$ cat src/rtl/frame_serializer_if.sv
// Word handshake and serial-line signals of frame_serializer.
// master drives words in; slave is the serializer.
interface frame_serializer_if #(
  parameter int WIDTH = 8
);
  logic             in_valid;
  logic             in_ready;
  logic [WIDTH-1:0] in_data;
  logic             tx_bit;
  logic             tx_frame;
  logic             done;
  logic [31:0]      frame_cnt;

  modport master (
    output in_valid, in_data,
    input  in_ready, tx_bit, tx_frame, done, frame_cnt
  );

  modport slave (
    input  in_valid, in_data,
    output in_ready, tx_bit, tx_frame, done, frame_cnt
  );
endinterface

$ cat src/rtl/frame_serializer.sv
// Parallel-to-serial framer: start bit, WIDTH data bits LSB first,
// even-parity bit, stop bit, with a wrapping count of completed frames.
module frame_serializer #(
  parameter int WIDTH = 8
) (
  input  logic             clk,
  input  logic             rst,
  frame_serializer_if.slave bus
);
  typedef enum logic [2:0] {IDLE, START, DATA, PARITY, STOP} state_t;

  state_t           state;
  logic [WIDTH-1:0] shreg;
  logic             parity;
  logic [5:0]       bit_idx;
  logic             line;
  logic             in_frame;
  logic             stop_pulse;
  logic [31:0]      count;

  assign bus.in_ready  = (state == IDLE) && !rst;
  assign bus.tx_bit    = line;
  assign bus.tx_frame  = in_frame;
  assign bus.done      = stop_pulse;
  assign bus.frame_cnt = count;

  // Outputs are registered one state ahead: each branch loads the value
  // the line must carry in the state being entered.
  always_ff @(posedge clk) begin
    if (rst) begin
      state      <= IDLE;
      shreg      <= '0;
      parity     <= 1'b0;
      bit_idx    <= '0;
      line       <= 1'b1;
      in_frame   <= 1'b0;
      stop_pulse <= 1'b0;
      count      <= '0;
    end else begin
      case (state)
        IDLE: begin
          if (bus.in_valid && bus.in_ready) begin
            state    <= START;
            shreg    <= bus.in_data;
            parity   <= ^bus.in_data;
            bit_idx  <= '0;
            line     <= 1'b0;
            in_frame <= 1'b1;
          end
        end
        START: begin
          state   <= DATA;
          line    <= shreg[0];
          shreg   <= shreg >> 1;
          bit_idx <= '0;
        end
        DATA: begin
          if (bit_idx == 6'(WIDTH - 1)) begin
            state <= PARITY;
            line  <= parity;
          end else begin
            line    <= shreg[0];
            shreg   <= shreg >> 1;
            bit_idx <= bit_idx + 6'd1;
          end
        end
        PARITY: begin
          state      <= STOP;
          line       <= 1'b1;
          stop_pulse <= 1'b1;
        end
        STOP: begin
          state      <= IDLE;
          stop_pulse <= 1'b0;
          in_frame   <= 1'b0;
          count      <= count + 32'd1;
        end
        default: begin
          state    <= IDLE;
          line     <= 1'b1;
          in_frame <= 1'b0;
        end
      endcase
    end
  end
endmodule

$ cat src/flat_wrapper.sv
// flat-port wrapper written by rule: the top's interface ports become plain ports
module frame_serializer_flat 
#(
  parameter int WIDTH = 8
)
  (clk, rst, bus_in_valid, bus_in_data, bus_in_ready, bus_tx_bit, bus_tx_frame, bus_done, bus_frame_cnt);
  frame_serializer_if #(.WIDTH(WIDTH)) bus_i ();
  input  logic clk;
  input  logic rst;
  input wire logic [$bits(bus_i.in_valid)-1:0] bus_in_valid;
  input wire logic [$bits(bus_i.in_data)-1:0] bus_in_data;
  output wire logic [$bits(bus_i.in_ready)-1:0] bus_in_ready;
  output wire logic [$bits(bus_i.tx_bit)-1:0] bus_tx_bit;
  output wire logic [$bits(bus_i.tx_frame)-1:0] bus_tx_frame;
  output wire logic [$bits(bus_i.done)-1:0] bus_done;
  output wire logic [$bits(bus_i.frame_cnt)-1:0] bus_frame_cnt;
  assign bus_i.in_valid = bus_in_valid;
  assign bus_i.in_data = bus_in_data;
  assign bus_in_ready = bus_i.in_ready;
  assign bus_tx_bit = bus_i.tx_bit;
  assign bus_tx_frame = bus_i.tx_frame;
  assign bus_done = bus_i.done;
  assign bus_frame_cnt = bus_i.frame_cnt;
  frame_serializer #(.WIDTH(WIDTH)) u_core (.clk(clk), .rst(rst), .bus(bus_i));
endmodule
$ cat config.mk
export PLATFORM = sky130hd
export DESIGN_NAME = frame_serializer_flat
export DESIGN_NICKNAME = d
export VERILOG_FILES = /design/src/rtl/frame_serializer_if.sv /design/src/rtl/frame_serializer.sv /design/src/flat_wrapper.sv
export SDC_FILE = /design/constraint.sdc
export NUM_CORES = 1
export LEC_CHECK = 0
export CAP_MARGIN = 20
export CORE_MARGIN = 4
export CORE_UTILIZATION = 33
export CTS_CLUSTER_SIZE = 28
export DETAILED_ROUTE_END_ITERATION = 7
export PLACE_DENSITY_LB_ADDON = 0.25
export SLEW_MARGIN = 25
export SYNTH_ARGS = -nofsm -noshare
export SYNTH_HDL_FRONTEND = slang
export SYNTH_SLANG_ARGS = --single-unit
$ cat constraint.sdc
create_clock -name clk -period 2.1 [get_ports clk]
set_input_delay 0.63 -clock clk [delete_from_list [all_inputs] [get_ports clk]]
set_output_delay 0.63 -clock clk [all_outputs]
set_load 0.01 [all_outputs]
Word-level counts from Yosys, hierarchy flattened
Index checks and enable logic that the tools add are counted.
- add/subtract/negate cells: 2
- $mul: 0
- div/mod/pow operators: 0
- $lt $le $gt $ge: 0
- equality and inequality tests: 8
- shifts and indexed selects: 0
- mux-type cells: 15
- bitwise operators: 2
- reductions and logical operators: 13
- operators with widths (kind ; number):
    adder 32 x 1 -> 32 bit, second input constant ; 1
    one-hot mux 8 bit (3 select lines) ; 1
    one-hot mux 6 bit (3 select lines) ; 1
    2-to-1 mux 8 bit ; 2
    2-to-1 mux 6 bit ; 2
    one-hot mux 3 bit (4 select lines) ; 1
    AND reduction 2 bit ; 4
    parity 8 bit ; 1
    adder 6 x 1 -> 6 bit, second input constant ; 1
    equality test 3 x 2 -> 1 bit, second input constant ; 2
    equality test 6 x 3 -> 1 bit, second input constant ; 1
    2-to-1 mux 3 bit ; 2
    inequality test 2 bit, second input constant ; 2
    one-hot mux 1 bit (2 select lines) ; 2
    one-hot mux 1 bit (4 select lines) ; 1
    equality test 3 x 1 -> 1 bit, second input constant ; 1
    equality test 3 bit, second input constant ; 1
    logical NOT 3 bit ; 1
    2-to-1 mux 1 bit ; 3
    AND reduction 3 bit ; 1
    nonzero test 3 bit ; 1
    OR reduction 3 bit ; 1
    logical AND 1 bit ; 2
    inequality test 2 x 1 -> 1 bit, second input constant ; 1
    other kinds (3) ; 4
- bits in registers: 53
- latch bits: 0
- bits in writable memories: 0
- bits in read-only memories: 0
- input bits: 11
- output and inout bits: 36
- word-level logic and storage cells: 48
- memories: 0

Depth between registers and ports, before layout
Gate-level depths: netlist of run 1.
- word-level depth: 5
- mapped depth: 8
- gate-level depth less buffers: 4

Worst setup path before layout of run 1
Ideal clock, no wire load.
- kind: flip-flop to flip-flop
- start: register u_core.count[13] (netlist: u_core.bus.frame_cnt[13])
- end: register u_core.count[24] (netlist: u_core.bus.frame_cnt[24])
- setup time: 0.071 ns
- arrival time: 1.972 ns
- required time: 2.029 ns
- setup slack: 0.057 ns
- stages on the path, launching flop included: 7
- path buffers: 2
- clock period less this slack: 2.043 ns
- path through: dfxtp_1 nand4_2 or4_4 buf_6 buf_6 or4_1 a21oi_1
- word-level cells in the longest chain between the ends: 1
- ends and longest elaborated chain (element ; RTL line ; RTL):
    start: declaration ; frame_serializer.sv:19 ; logic [31:0] count;
    start signal: assignment ; frame_serializer.sv:76 ; count <= count + 32'd1;
    adder 32 x 1 -> 32 bit ; frame_serializer.sv:76 ;
No other way between the ends.
A chain may end at the register's enable or synchronous reset.

Final worst setup path of run 1
- start: register u_core.count[13] (netlist: u_core.bus.frame_cnt[13])
- end: output bus_frame_cnt[13]
- RTL lines (element ; RTL line ; RTL):
    end: declaration ; flat_wrapper.sv:16 ; output wire logic [$bits(bus_i.frame_cnt)-1:0] bus_frame_cnt;
No word-level cell between the ends.

==> out/summary.txt, run 1 <==
Status - finished, final reports clean
Synthesized flop and latch total - 53
Asr flop ratio synth - 0%
Finished Layout Cells - 464
Initial drt markers - 108
RSZ-0062 raised after global routing - false
Mapped Cells - 312
Synth-to-Final Area Change - 27.82%
Synthesized net count - 325
Startpoint Class - flop
CTS max path bufs - 2
IO buf count - 46
Number of vias per cell - 5.394
First-pass GRT wire length - 10,250 µm
Main synth FF type - dfxtp_1
Via count - 2,503
Ant. Diodes - 0
Commonest cells in the netlist - dfxtp_1, a21oi_1, nand3_1, nand2_1
Synth area leaders - dfxtp_1, a21oi_1, o31ai_1
Synth cell types - 42
Worst vdd ir - 255.7 µV
Comb pwr share - 13.2%
Hold WS - 0.4843 ns
TritonCTS Buffers - 5
WHS Path Cells - 2
Net Switching - 0.4759 mW
Crit path DAT - 1.35 ns
Sequential area share after synthesis - 39.85%
Clock transition at path regs - 0.09 ns
Headroom to the max-slew limit - 59.74%
HP Class - flop to flop
Remaining DRCs - 0
CTS tree - built
Synth area leader - dfxtp_1
Routed Antenna Nets - 0
Crit. End Element - output port
Crit path kind - flop to output port
Initial Util - 34.28%
I/O pin count - 47
Final min period - 1.977 ns
Nets - 375
Sw frac - 23.90%
Largest net degree at the start of global routing - 57
Final wirelength - 6322 µm
Leakage - 1.109 nW
PwrDens - 585.2 nW/µm²
R2R cell count - 4
Top cell type's share of synthesized area - 39.85%
GRT Total Usage - 12.48%
Internal - 1.516 mW
Period utilisation layout - 94.15%
Sequential power share - 53.1%
Total power - 1.991 mW
Synth Cell Area - 2663 µm²
Die width - 97.83 µm
Final Hold Vio Count - 0
Hold buffer count at CTS - 0
Slew of the pin with the lowest slew margin - 0.5996 ns
Htree depth - 2
Filler cell count - 792
Clk_lat worst skew - 0.30 ns
Chip height - 97.83 µm
Vias in the first global route - 2,205
Cell with the most instances after synthesis - dfxtp_1
Critical Path RT - 1.47 ns
Layout cells sized above 1 - 11.05%
Core outline area - 7767 µm²
GRT Residual Overflow - 0
Die area - 9570 µm²
Per-cell routed wire length - 13.63 µm
Setup Viol. Count Final - 0
1st-pass router iterations - 4
Fin. max-slew vios - 0
Avg Inst Size Synth - 8.534 µm²
GPL Wtd Cong - 0.7961
Fmax - 505.8 MHz
Clock network power share - 33.7%
Yosys warning total - 0
Clock sink count - 53
Final Core Density - 43.81%
# Max-Cap Violations - 0
Row cnt - 32
Detail Placement HPWL - 4290 µm
Placed insts - 456
Initial antenna violation count - 0
Critical path fanouts, max - 6
Post-synth EDFFs - 0
Skew final - 0.009951 ns
CTS root buf - clkbuf_8
==> cells in the final DEF, fill, tap and decap left out, types with 2 or more instances in the layout <==
cell / count
or4_1: 17
a41oi_1: 2
clkbuf_8: 5
and3_1: 5
buf_4: 20
nor3_1: 5
mux2_2: 7
o32ai_1: 2
or4_4: 2
nor2b_1: 7
and4_1: 4
dfxtp_1: 52
nand2_1: 19
or3_1: 4
xor2_1: 10
o31ai_1: 17
nand4_1: 8
clkdlybuf4s50_1: 44
inv_1: 5
a21oi_1: 32
nor4_1: 6
mux2i_1: 5
xnor2_1: 8
nor2_1: 13
a311oi_1: 2
o21ai_0: 17
nand3_1: 23
and2_1: 2
ha_1: 2
==> power by group through the flow <==
stage	clock network (mW)	logic, mW	registers [mW]
3_5_place_dp	0	0.267	1.08
4_1_cts	0.696	0.266	1.06
3_3_place_gp	0	0.263	1.08
2_1_floorplan	0	0.164	1.08
6_report	0.672	0.263	1.06
5_1_grt	0.724	0.290	1.06
==> registers in the layout, summed over array words and instances (netlist names) <==
signal,count
u_core.bit_idx,6
u_core.bus.frame_cnt,32
u_core.shreg,8
u_core.state,3
u_core.bus.tx_bit,1
u_core.bus.tx_frame,1
u_core.bus.done,1
u_core.parity,1
==> metrics by stage <==
stage	setup TNS (ns)	setup WS (ns)	instance area, µm²
after floorplan	0	0.05726	2663
after global placement	-0.7061	-0.08161	3288
after detailed placement	-0.9472	-0.1116	3288
after CTS	0	0.08470	3391
after global routing	0	0.02900	3403
final	0	0.1229	3403
==> layout make-up <==
| class | instances | area, µm² | area share (%) |
|---|---|---|---|
| multi-input cells | 230 | 1483 | 43.57 |
| inverters | 6 | 22.52 | 0.6618 |
| repair buffers | 66 | 604.3 | 17.76 |
| clock buffers | 5 | 68.82 | 2.022 |
| flip-flops and latches | 53 | 1062 | 31.21 |
| clock inverters | 2 | 35.03 | 1.029 |
| well taps | 102 | 127.6 | 3.750 |
==> critical path: stages (launching register included) <==
cell	delay, ns
dfxtp_1	0.37
buf_4	0.15
clkdlybuf4s50_1	0.53
==> cells by family (layout without fill, tap and decap cells) <==
kind of cell	after synthesis	count (layout)	synth area share (%)
simple gates	117	118	24.91
compound gates	80	80	18.66
xor+xnor	18	18	5.921
fa+ha+maj	2	2	0.9397
mux	12	12	4.840
flops	53	53	39.85
buf+inv	30	79	4.887
==> final timing paths <==
| check | from | end | slack [ns] |
|---|---|---|---|
| worst max-delay path | u_core.bus.frame_cnt[13] | bus_frame_cnt[13] | 0.12 |
| worst min-delay path | u_core.bit_idx[1] | u_core.bit_idx[1] | 0.48 |
| worst max register to register | u_core.bus.frame_cnt[15] | u_core.bus.frame_cnt[26] | 0.14 |
| worst min register to register | u_core.bit_idx[1] | u_core.bit_idx[1] | 0.48 |
==> per-layer routing <==
metal / track usage, % / up-vias / share of wire, %
met4: 2.875 / 0 / 0.96
met3: 2.643 / 6 / 4.0
met2: 20.94 / 46 / 47
met1: 16.47 / 1176 / 48
met5: 0 / - / 0
li1: - / 1275 / -
==> what timing repair did <==
item / CTS / global route
pin swaps: 0 / 1
gates resized for setup: 1 / 2
gates cloned: 0 / 1
setup buffers: 0 / 0
setup endpoints to repair: 1 / 4
endpoints found under the hold margin: 0 / 0
No activity file was read; power rests on OpenSTA's default activity.
==> run 2: changes to the inputs <==
Settings changed: ABC_CLOCK_PERIOD_IN_PS set to 2100.
==> results of run 2 <==
Final layout, timing and power as in run 1 (identical DEF).
==> run 3: changes to the inputs <==
Settings changed: SLEW_MARGIN 25 to not set.
==> results of run 3 <==
Final layout, timing and power as in run 1 (identical DEF).
